==> src/rtl/uart_tx_arbiter.sv <==
// Round-robin arbiter with bounded burst lock that shares one UART transmit path
// among N_REQ byte producers, chaining frames back to back while work is pending.
module uart_tx_arbiter #(
  parameter int N_REQ     = 4,
  parameter int DATA_SIZE = 8,
  parameter int MAX_BURST = 4,
  parameter int TIMEOUT   = 256
) (
  input  logic                         clk,
  input  logic                         rst,
  input  logic [N_REQ-1:0]             req,
  input  logic [N_REQ-1:0]             lock,
  input  logic [N_REQ*DATA_SIZE-1:0]   req_data,
  output logic [N_REQ-1:0]             ack,
  output logic [N_REQ-1:0]             grant,
  output logic                         tx_on,
  output logic [DATA_SIZE-1:0]         tx_data,
  input  logic                         tx_data_seen,
  input  logic                         tx_busy,
  output logic                         active,
  output logic                         err_timeout
);

  localparam int IDX_W = $clog2(N_REQ);
  localparam int BST_W = $clog2(MAX_BURST + 1);
  localparam int TMO_W = (TIMEOUT > 2) ? $clog2(TIMEOUT) : 1;

  localparam logic [IDX_W:0]   N_REQ_X     = (IDX_W + 1)'(N_REQ);
  localparam logic [IDX_W-1:0] LAST_IDX    = IDX_W'(N_REQ - 1);
  localparam logic [IDX_W-1:0] IDX_ONE     = IDX_W'(1);
  localparam logic [BST_W-1:0] MAX_BURST_C = BST_W'(MAX_BURST);
  localparam logic [BST_W-1:0] BURST_ONE   = BST_W'(1);
  localparam logic [TMO_W-1:0] TMO_LAST    = TMO_W'(TIMEOUT - 1);
  localparam logic [TMO_W-1:0] TMO_ONE     = TMO_W'(1);

  typedef enum logic [1:0] {
    S_IDLE  = 2'd0,
    S_OFFER = 2'd1,
    S_HOLD  = 2'd2
  } state_t;

  state_t                 state_r;
  logic [IDX_W-1:0]       ptr_r;
  logic [IDX_W-1:0]       owner_r;
  logic                   owner_vld_r;
  logic [BST_W-1:0]       burst_r;
  logic [TMO_W-1:0]       tmo_r;
  logic [N_REQ-1:0]       ack_r;
  logic [N_REQ-1:0]       grant_r;
  logic                   tx_on_r;
  logic [DATA_SIZE-1:0]   tx_data_r;
  logic                   active_r;
  logic                   err_r;

  logic                   lock_hit_s;
  logic                   rr_vld_s;
  logic [IDX_W-1:0]       rr_idx_s;
  logic [IDX_W:0]         cand_s;
  logic [IDX_W-1:0]       cand_idx_s;
  logic                   sel_vld_s;
  logic [IDX_W-1:0]       sel_idx_s;
  logic [N_REQ-1:0]       sel_oh_s;
  logic [DATA_SIZE-1:0]   cap_data_s;
  logic [IDX_W-1:0]       nxt_ptr_s;
  logic [BST_W-1:0]       nxt_burst_s;

  // busy is informational only; sequencing relies on data_seen alone
  logic                   unused_busy_s;
  assign unused_busy_s = tx_busy;

  // Arbitration decision: burst continuation for a locking owner, else round-robin from ptr
  always_comb begin
    lock_hit_s = owner_vld_r & req[owner_r] & lock[owner_r] & (burst_r < MAX_BURST_C);
    rr_vld_s   = 1'b0;
    rr_idx_s   = {IDX_W{1'b0}};
    cand_s     = {(IDX_W + 1){1'b0}};
    cand_idx_s = {IDX_W{1'b0}};
    for (int k = 0; k < N_REQ; k++) begin
      cand_s     = {1'b0, ptr_r} + (IDX_W + 1)'(k);
      cand_s     = (cand_s >= N_REQ_X) ? (cand_s - N_REQ_X) : cand_s;
      cand_idx_s = cand_s[IDX_W-1:0];
      rr_idx_s   = (req[cand_idx_s] & ~rr_vld_s) ? cand_idx_s : rr_idx_s;
      rr_vld_s   = rr_vld_s | req[cand_idx_s];
    end
    sel_vld_s   = lock_hit_s | rr_vld_s;
    sel_idx_s   = lock_hit_s ? owner_r : rr_idx_s;
    sel_oh_s    = {{(N_REQ - 1){1'b0}}, 1'b1} << sel_idx_s;
    cap_data_s  = req_data[int'(sel_idx_s) * DATA_SIZE +: DATA_SIZE];
    nxt_ptr_s   = (rr_idx_s == LAST_IDX) ? {IDX_W{1'b0}} : (rr_idx_s + IDX_ONE);
    nxt_burst_s = lock_hit_s ? (burst_r + BURST_ONE) : BURST_ONE;
  end

  // Controller FSM with all outputs registered
  always_ff @(posedge clk or posedge rst) begin
    if (rst) begin
      state_r     <= S_IDLE;
      ptr_r       <= {IDX_W{1'b0}};
      owner_r     <= {IDX_W{1'b0}};
      owner_vld_r <= 1'b0;
      burst_r     <= {BST_W{1'b0}};
      tmo_r       <= {TMO_W{1'b0}};
      ack_r       <= {N_REQ{1'b0}};
      grant_r     <= {N_REQ{1'b0}};
      tx_on_r     <= 1'b0;
      tx_data_r   <= {DATA_SIZE{1'b0}};
      active_r    <= 1'b0;
      err_r       <= 1'b0;
    end else begin
      ack_r <= {N_REQ{1'b0}};
      err_r <= 1'b0;
      case (state_r)
        S_IDLE, S_HOLD: begin
          // HOLD waits out the start bit so the owner's req is resampled after its ack
          if ((state_r == S_HOLD) && tx_data_seen) begin
            state_r <= S_HOLD;
          end else if (sel_vld_s) begin
            state_r     <= S_OFFER;
            grant_r     <= sel_oh_s;
            tx_data_r   <= cap_data_s;
            tx_on_r     <= 1'b1;
            active_r    <= 1'b1;
            owner_r     <= sel_idx_s;
            owner_vld_r <= 1'b1;
            burst_r     <= nxt_burst_s;
            tmo_r       <= {TMO_W{1'b0}};
            if (lock_hit_s) begin
              ptr_r <= ptr_r;
            end else begin
              ptr_r <= nxt_ptr_s;
            end
          end else begin
            state_r     <= S_IDLE;
            grant_r     <= {N_REQ{1'b0}};
            tx_on_r     <= 1'b0;
            active_r    <= 1'b0;
            owner_vld_r <= 1'b0;
          end
        end
        S_OFFER: begin
          if (tx_data_seen) begin
            state_r <= S_HOLD;
            ack_r   <= grant_r;
          end else if (tmo_r == TMO_LAST) begin
            state_r     <= S_IDLE;
            err_r       <= 1'b1;
            grant_r     <= {N_REQ{1'b0}};
            tx_on_r     <= 1'b0;
            active_r    <= 1'b0;
            owner_vld_r <= 1'b0;
          end else begin
            tmo_r <= tmo_r + TMO_ONE;
          end
        end
        default: begin
          state_r     <= S_IDLE;
          grant_r     <= {N_REQ{1'b0}};
          tx_on_r     <= 1'b0;
          active_r    <= 1'b0;
          owner_vld_r <= 1'b0;
        end
      endcase
    end
  end

  assign ack         = ack_r;
  assign grant       = grant_r;
  assign tx_on       = tx_on_r;
  assign tx_data     = tx_data_r;
  assign active      = active_r;
  assign err_timeout = err_r;

endmodule

==> config.mk <==
export PLATFORM = sky130hd
export DESIGN_NAME = uart_tx_arbiter
export DESIGN_NICKNAME = d
export VERILOG_FILES = /design/src/rtl/uart_tx_arbiter.sv
export SDC_FILE = /design/constraint.sdc
export NUM_CORES = 1
export LEC_CHECK = 0
export CAP_MARGIN = 20
export CORE_MARGIN = 1.5
export CORE_UTILIZATION = 45
export DETAILED_ROUTE_END_ITERATION = 8
export DONT_BUFFER_PORTS = 1
export GPL_TIMING_DRIVEN = 0
export SYNTH_ARGS = -nofsm -noshare
export SYNTH_HDL_FRONTEND = slang
export SYNTH_SLANG_ARGS = --single-unit
==> constraint.sdc <==
create_clock -name clk -period 6.9 [get_ports clk]
set_input_delay 1.38 -clock clk [delete_from_list [all_inputs] [get_ports clk]]
set_output_delay 1.38 -clock clk [all_outputs]
set_load 0.005 [all_outputs]
# --- Yosys cells after proc, flatten, opt, wreduce, memory -nomap -nowiden ---
# Cells that the tools add are included.
totals:
  elab_cells: 113
  input_bits: 44
  regBits: 35
  out_inout_bits: 19
op_classes:
  shift: 2
  mux: 48
  n_eq_ne: 10
  n_reduce_logical: 8
  n_bitwise: 15
  add_sub_neg: 10
  magnitude_cmp: 10
ops:
  columns: ["op", "n"]
  rows:
  - ["8-bit two-way mux", 4]
  - ["32-bit by 6-bit variable part select with 8-bit output", 1]
  - ["2-bit two-way mux", 13]
  - ["4-bit two-way mux", 6]
  - ["8-bit one-hot mux with 2 select lines", 1]
  - ["2-bit by 3-bit < comparator with 1-bit output (second input constant)", 5]
  - ["1-bit two-way mux", 14]
  - ["1-bit binary-select mux with 2-bit select", 6]
  - ["2-bit != test (second input constant)", 5]
  - ["3-bit greater-or-equal comparator (second input constant)", 3]
  - ["8-bit by 1-bit adder with 8-bit output (second input constant)", 1]
  - ["8-bit == test (second input constant)", 1]
  - ["4-bit one-hot mux with 2 select lines", 1]
  - ["2-bit by 1-bit subtractor with 2-bit output (second input constant)", 4]
  - ["2-bit by 2-bit adder with 3-bit output (second input constant)", 2]
  - ["1-bit AND", 6]
  - ["3-bit AND reduction", 2]
  - ["1-bit inverter", 5]
  - ["5-bit AND reduction", 1]
  - ["2-bit == test (second input constant)", 2]
  - ["1-bit OR", 4]
  - ["2-bit one-hot mux with 2 select lines", 1]
  - ["4-bit AND reduction", 1]
  - ["1-bit by 2-bit << shifter with 4-bit output (first input constant)", 1]
  - ["13 further kinds", 13]

# --- Longest topological paths before layout ---
# Gate-level depths: netlist (run 1).
logic_depth:
  ltp_word: 15
  mapped_depth: 8
  ltp_nobuf: 7

# --- Worst setup path after synthesis (run 1) ---
# OpenSTA, ideal clock, no wires.
synth_path:
  kind: "input port to flip-flop"
  startpoint: "input port lock[3]"
  endpoint: "register tx_data_r[7] (netlist: tx_data[7])"
  stages: 7
  arrival_ns: 3.009
  setup_time_ns: 0.126
  path_buffers: 1
  path_slack_ns: 3.765
  path_cell_list: "and2_1 o221ai_1 or2_2 a21oi_4 buf_6 mux2_4 a221o_1"
synth_via:
  elab_chain_cells: 6
  word_cells_on_any_way: 8
  classes_between: "shift (1); mux (3); bitwise (3); reduce/logical (1)"
synth_lines:
  columns: ["element", "line", "text"]
  rows:
  - ["start: declaration", "12", "input logic [N_REQ-1:0] lock,"]
  - ["1-bit binary-select mux with 2-bit select *", "73", "lock_hit_s = owner_vld_r & req[owner_r] & lock[owner_r] & (burst_r < MAX_BURST_C);"]
  - ["1-bit two-way mux (not written as such) *", "73", null]
  - ["1-bit AND * (2 in a row)", "73", null]
  - ["2-bit two-way mux or 1-bit OR (tied branches)", "86, 85", null]
  - ["32-bit by 6-bit variable part select with 8-bit output or 3-bit AND reduction (tied branches)", null, null]
  - ["end signal: assignment", "105", "tx_data_r <= {DATA_SIZE{1'b0}};"]
  - ["end signal: assignment", "119", "tx_data_r <= cap_data_s;"]
  - ["end: declaration", "51", "logic [DATA_SIZE-1:0] tx_data_r;"]
# Every way passes the cells marked *; elsewhere a longest branch is shown, timed or not. The select of a mux whose other input is x is not followed.
# A chain may end at the register's enable or synchronous reset.

# --- Worst setup path in the final report (run 1) ---
layout_path:
  startpoint: "input port lock[3]"
  endpoint: "register tx_data_r[5] (netlist: tx_data[5])"
# Same word-level chain as after synthesis.

==> impl_metrics.json, run 1 <==
{
  "worst_setup_path_end_kind": "register",
  "area_delta_synth_final_pct": 9.86,
  "routed-via-count": 1422,
  "worstSkewPairLatency_ps": 280,
  "cpLargestDelayFamily": "compound AO/OA/AOI/OAI gates",
  "rrSetupSlack_ps": 4390,
  "synth_cell_types": 36,
  "r2r-start": "active",
  "cp_data_arrival_time_ps": 3220,
  "dieArea_mm2": 0.00469,
  "remaining_drc_errors": 0,
  "min-delay-path-class": "register to register",
  "finalCritPeriodShare_pct": 44.3,
  "final.setup.worst_slack_ps": 3840,
  "netlist_area_mm2": 0.00193,
  "path_clk_slew_ps": 70,
  "slowest_stage": "or2_2",
  "rsz0062_at_grt": "false",
  "syn_area_per_cell_um2": 10.4,
  "status": "completed",
  "yosys_warnings": 0,
  "initial_utilization_pct": 47.5,
  "final_hold_viol_count": 0,
  "synthesis.nets": 231,
  "crit-reg2reg-capture": "tx_data[5]",
  "p_leak_nw": 0.965,
  "holdPathStages": 1,
  "track_usage_pct": 19.7,
  "syn_inst": 185,
  "fp.dieH_um": 68.5,
  "ctsResizeCount": 0,
  "rows": 23,
  "cp.required_ps": 7060,
  "n_antenna_cell": 0,
  "max_freq_mhz": 327,
  "start_kind": "input port",
  "cp_max_fo": 10,
  "ctsLongestPathBuffers": 2,
  "io_pins": 63,
  "p_per_area_mw_per_mm2": 440,
  "grt_pass1_wl_um": 6600,
  "worstPathCellList": "and2_1, o221ai_1, or2_2, a21oi_4, buf_6, mux2_4, a221o_1",
  "cts.sinks": 35,
  "port_buffers": 0,
  "wl_per_cell_um": 16.7,
  "grt_pass1_vias": 1392,
  "drv_cap": 0,
  "post_route_cells_drive_above_1_share_pct": 16.5,
  "gp_congestion": 0.829,
  "yosysSeqAreaShare_pct": 45.4,
  "finClkSkew_ps": 2.21,
  "nNetsFinal": 239,
  "fin_cells": 244,
  "placed_cells": 236,
  "max_stage_delay_ps": 370,
  "die_w_um": 68.5,
  "grt_max_degree": 24,
  "vias_per_cell": 5.83,
  "peakVddDrop_mv": 0.220,
  "reg2reg_depth": 7,
  "crit_buf_inv": 1,
  "drt_first_iter_violations": 89,
  "crit_type": "input port to register",
  "antenna_left": 0,
  "cts_tree": "done",
  "min_period_ps": 3060,
  "post-place-ws_ps": 3540,
  "drt_wl_total_um": 4070,
  "finalSetupTns_ps": 0,
  "whs_ps": 498,
  "worstHoldStart": "burst_r[0]",
  "setup_violations": 0,
  "ys_ff_latch": 35,
  "drv_slew": 0,
  "grt-ovfl-total": 0,
  "antenna_found_initial": 0,
  "numCtsBuffers": 5,
  "first_pass_iters": 4,
  "min_to": "burst_r[0]",
  "core_area_mm2": 0.00406,
  "relSlewSlack_pct": 49.3,
  "worstMarginPinSlew_ps": 753,
  "cts_setup_buffers": 0,
  "dpl.hpwl_um": 3070,
  "htreeDepth": 2,
  "fill_cells": 362,
  "cts_hold_buf": 0,
  "root_buffer": "clkbuf_8"
}
-- cells by family (layout without fill, tap and decap cells) --
group,after synthesis,in the layout,synth area share [%]
flops,35,35,45.4
fa+ha+maj,2,2,1.30
compound gates,47,47,18.5
simple gates,69,69,18.6
buf+inv,12,21,2.92
xor+xnor,1,1,0.454
mux,19,19,12.8
-- worst max path at each step --
stage                  from          to  slack, ps  cells past startpoint
global placement    lock[3]  tx_data[7]       3580                      7
global route        lock[3]  tx_data[5]       3770                      7
floorplan           lock[3]  tx_data[7]       3760                      7
CTS                 lock[3]  tx_data[5]       3850                      7
detailed placement  lock[3]  tx_data[5]       3540                      7
finish              lock[3]  tx_data[5]       3840                      7
-- cells in the mapped netlist --
library cell	instances	share of area (%)
dfrtp_1	35	45
nand2_1	15	2.9
o21ai_0	15	3.9
and2_1	14	4.5
nor2_1	12	2.3
mux2_2	9	5.3
mux2_4	9	7.0
a221o_1	8	4.2
a22o_1	7	3.2
and3_1	6	1.9
clkbuf_1	5	0.97
inv_1	5	0.97
nand2b_1	5	1.6
nor2b_1	5	1.6
a21oi_1	4	1.0
nand3_1	4	1.0
a31oi_1	2	0.65
ha_1	2	1.3
nor3_1	2	0.52
nor4_1	2	0.65
o31ai_1	2	0.78
o41ai_1	2	0.91
or2_2	2	0.65
a211oi_4	1	1.0
a21o_1	1	0.39
a21oi_4	1	0.84
a221oi_1	1	0.45
and3b_1	1	0.45
buf_4	1	0.39
buf_6	1	0.58
mux2i_1	1	0.52
o21a_1	1	0.39
o21bai_1	1	0.39
o221ai_1	1	0.45
or3_1	1	0.32
xnor2_1	1	0.45
-- worst register-to-register path: cells and delay by family (launching register included) --
kind / cells / cell delay, ps
AOI/OAI and AO/OA: 3 / 820
buffers and inverters: 1 / 240
DFF: 1 / 410
muxes: 1 / 310
and+or+nand+nor: 2 / 610
-- routing by layer --
| layer | vias to the layer above | wire (µm) | GRT usage (%) |
|---|---|---|---|
| met5 | - | 0 | 0 |
| met4 | 0 | 29 | 8.75 |
| met3 | 2 | 299 | 7.40 |
| met2 | 58 | 1960 | 30.0 |
| met1 | 678 | 1780 | 24.6 |
| li1 | 684 | - | - |
-- stage by stage --
stage               utilization [%]  power, mW  area [µm²]
floorplan                         -      0.681        1930
detailed placement             49.8      0.780        2020
CTS                            52.2      0.945        2120
global placement               49.1      0.758        1990
global route                   52.2       1.01        2120
finish                         52.2      0.933        2120
-- report_power, final --
part	total [mW]	internal, mW	leakage (nW)	switching (mW)
logic	0.443	0.216	0.463	0.227
registers	0.329	0.273	0.450	0.0563
clock network	0.161	0.0911	0.0515	0.0696
-- sequential cells by signal, summed over array words and instances (netlist names) --
register     flops
grant            4
owner_r          2
state_r          2
tmo_r            8
active           1
tx_data          8
burst_r          3
ptr_r            2
err_timeout      1
ack              4
-- final cells by class --
cell class,instances,area [µm²],area share [%]
inverters,5,18.8,0.885
well taps,50,62.6,2.95
repair buffers,1,27.5,1.30
flip-flops and latches,35,876,41.3
clock buffers,8,100,4.72
multi-input cells,138,997,47.0
plain buffers,7,37.5,1.77
-- cell usage in the layout, fill, tap and decap left out, types with 2 or more instances in the layout --
master    instances
nand2_1          15
ha_1              2
nor2b_1           5
mux2_2            9
inv_1             5
nor2_1           12
nand2b_1          5
o41ai_1           2
dfrtp_1          35
nor4_1            2
a31oi_1           2
o21ai_0          15
nand3_1           4
and3_1            6
a221o_1           8
clkbuf_1          6
a21oi_1           4
mux2_4            9
or2_2             2
and2_1           14
a22o_1            7
nor3_1            2
clkbuf_8          7
o31ai_1           2
Power figures use the tool's default switching activity.
==> run 2: changes to the inputs <==
--- a/config.mk
+++ b/config.mk
@@ -5,6 +5,7 @@
 export SDC_FILE = /design/constraint.sdc
 export NUM_CORES = 1
 export LEC_CHECK = 0
+export ABC_AREA = 1
 export CAP_MARGIN = 20
 export CORE_MARGIN = 1.5
 export CORE_UTILIZATION = 45
==> constraint.sdc (replaced) <==
create_clock -name clk -period 3.1 [get_ports clk]
set_input_delay 0.62 -clock clk [delete_from_list [all_inputs] [get_ports clk]]
set_output_delay 0.62 -clock clk [all_outputs]
set_load 0.005 [all_outputs]
==> impl_metrics.json, run 2 <==
{
  "max_freq_mhz": 464,
  "max_stage_delay_ps": 380,
  "htreeDepth": 2,
  "synth_cell_types": 27,
  "cp_max_fo": 10,
  "core_area_mm2": 0.00472,
  "cts.sinks": 35,
  "seqCellArea_um2": 876,
  "cts_tree": "done",
  "yosys_warnings": 0,
  "cts_setup_buffers": 0,
  "port_buffers": 0,
  "met1Wirelength_um": 2250,
  "cp_common_cell": "nand2_1",
  "top_layer_used": "met4",
  "worst_setup_path_end_kind": "register",
  "dpl.hpwl_um": 3740,
  "ctsLongestPathBuffers": 2,
  "grt_pass1_vias": 1877,
  "drv_slew": 0,
  "met2_length_um": 2410,
  "drv_cap": 0,
  "peakVddDrop_mv": 0.814,
  "crit-reg2reg-capture": "active",
  "antenna_left": 0,
  "slowest_stage": "dfrtp_1",
  "path_clk_slew_ps": 80,
  "fp.dieH_um": 73.1,
  "startpoint": "tmo_r[0]",
  "final_cell_mix": "nand2_1 (122), nand3_1 (38), dfrtp_1 (35)",
  "finalCritPeriodShare_pct": 69.6,
  "finalSetupTns_ps": 0,
  "dieArea_mm2": 0.00534,
  "worstSkewPairLatency_ps": 290,
  "first_pass_iters": 4,
  "ctsResizeCount": 0,
  "post_route_cells_drive_above_1_share_pct": 14.6,
  "n_antenna_cell": 0,
  "io_pins": 63,
  "internal-power_mw": 1.47,
  "drt_first_iter_violations": 102,
  "rows": 25,
  "ys_async_sr_fraction_pct": 100,
  "multi_input_area_mm2": 0.00113,
  "p_sw_share_pct": 53.4,
  "drt_wl_total_um": 5020,
  "setup_violations": 0,
  "cp.required_ps": 3260,
  "root_buffer": "clkbuf_8",
  "rsz0062_at_grt": "false",
  "finClkSkew_ps": 6.54,
  "crit_end": "active",
  "relSlewSlack_pct": 58.4,
  "worstMarginPinSlew_ps": 623,
  "p_seq_share_pct": 23.0,
  "grt-ovfl-total": 0,
  "p_sw_mw": 1.68,
  "netlist.area_leader.share_pct": 39.6,
  "r2r-start": "tmo_r[0]",
  "netlist_area_mm2": 0.00221,
  "wl_per_cell_um": 12.9,
  "yosysSeqAreaShare_pct": 39.6,
  "yosysMostFrequentCell": "nand2_1",
  "antenna_found_initial": 0,
  "final_hold_viol_count": 0,
  "p_clk_share_pct": 11.1,
  "final_common_cell": "nand2_1",
  "start_kind": "register",
  "synth.area.top_cells": "dfrtp_1 (40%), nand2_1 (21%), nand3_1 (8.6%)",
  "p_leak_nw": 1.26,
  "route.met3.wl_um": 287,
  "crit_type": "register to register",
  "fin_cells": 389,
  "synth-edff-count": 0,
  "min_period_ps": 2160,
  "syn_inst": 313,
  "cp_data_arrival_time_ps": 2320,
  "status": "completed",
  "area_delta_synth_final_pct": 9.22,
  "min-delay-path-class": "input port to asynchronous set/reset pin",
  "synth_top_area_cell": "dfrtp_1",
  "synth_ff_type": "dfrtp_1",
  "syn_area_per_cell_um2": 7.06,
  "remaining_drc_errors": 0,
  "cts_hold_buf": 0,
  "ys_ff_latch": 35,
  "synthesis.nets": 359,
  "nNetsFinal": 367,
  "track_usage_pct": 20.5,
  "gp_congestion": 0.786,
  "routed-via-count": 1941,
  "initial_utilization_pct": 46.8,
  "synth_common_cells": "nand2_1 (122), nand3_1 (38), dfrtp_1 (35), inv_1 (31), nand2_2 (16)",
  "p_comb_share_pct": 65.9,
  "vias_per_cell": 4.99,
  "p_per_area_mw_per_mm2": 1310,
  "fill_cells": 468,
  "die_w_um": 73.1,
  "numCtsBuffers": 5,
  "grt_max_degree": 23,
  "placed_cells": 381,
  "worstPathCellList": "ha_1, inv_1, nor3_1, nand3_1, nor2_1, nand2_1, nand2_1, a21oi_1, nand2_1, buf_2, o21ai_0",
  "grt_pass1_wl_um": 8460,
  "reg2reg_depth": 11,
  "rrSetupSlack_ps": 940
}
## run 2: layout make-up
class	count	share of cell area [%]
clock buffer	5	2.85
timing repair buffer	1	1.14
inverter	34	5.34
tap	67	3.47
buffer	9	2.95
sequential	35	36.3
multi-input combinational	235	47.0
clock inverter	3	0.984
## run 2: how the worst min path moves through the flow
stage | slack (ps) | start | to
2_1_floorplan | 450 | burst_r[1] | burst_r[1]
3_3_place_gp | 470 | burst_r[1] | burst_r[1]
3_5_place_dp | 470 | burst_r[1] | burst_r[1]
4_1_cts | 310 | rst | ack[3]
5_1_grt | 330 | rst | ack[3]
6_report | 280 | rst | ack[3]
## run 2: power groups by stage
stage / Clock [mW] / Combinational, mW / Sequential (mW)
6_report: 0.349 / 2.08 / 0.727
5_1_grt: 0.373 / 2.38 / 0.747
4_1_cts: 0.355 / 2.09 / 0.730
3_5_place_dp: 0 / 2.08 / 0.737
3_3_place_gp: 0 / 2.06 / 0.735
2_1_floorplan: 0 / 1.68 / 0.702
## run 2: cell families after synthesis
| kind of cell | count (synthesis) | share of synthesized area, % |
|---|---|---|
| buf+inv | 43 | 9.05 |
| flops | 35 | 39.6 |
| simple gates | 204 | 42.6 |
| xor+xnor | 4 | 1.58 |
| compound gates | 25 | 6.00 |
| fa+ha+maj | 2 | 1.13 |
## run 2: per-layer routing
metal	GRT usage [%]	vias to the layer above
met4	5.87	0
li1	-	1006
met5	0	-
met2	34.1	53
met1	26.3	873
met3	5.25	9
## run 2: critical path: cells and delay by family (launching register included)
family	cells	cell delay, ps
simple gates	6	920
compound gates	2	190
flops	1	380
buf+inv	2	330
fa+ha+maj	1	180
## run 2: stage by stage
| step | cell area, µm² | util, % | hold WS [ps] | total power, mW | worst slack (ps) |
|---|---|---|---|---|---|
| final | 2410 | 51.1 | 284 | 3.15 | 943 |
| after CTS | 2410 | 51.1 | 309 | 3.18 | 922 |
| after global routing | 2410 | 51.1 | 326 | 3.50 | 709 |
| after detailed placement | 2320 | 49.2 | 472 | 2.81 | 952 |
| after floorplan | 2210 | - | 453 | 2.38 | 1220 |
| after global placement | 2290 | 48.6 | 469 | 2.80 | 966 |
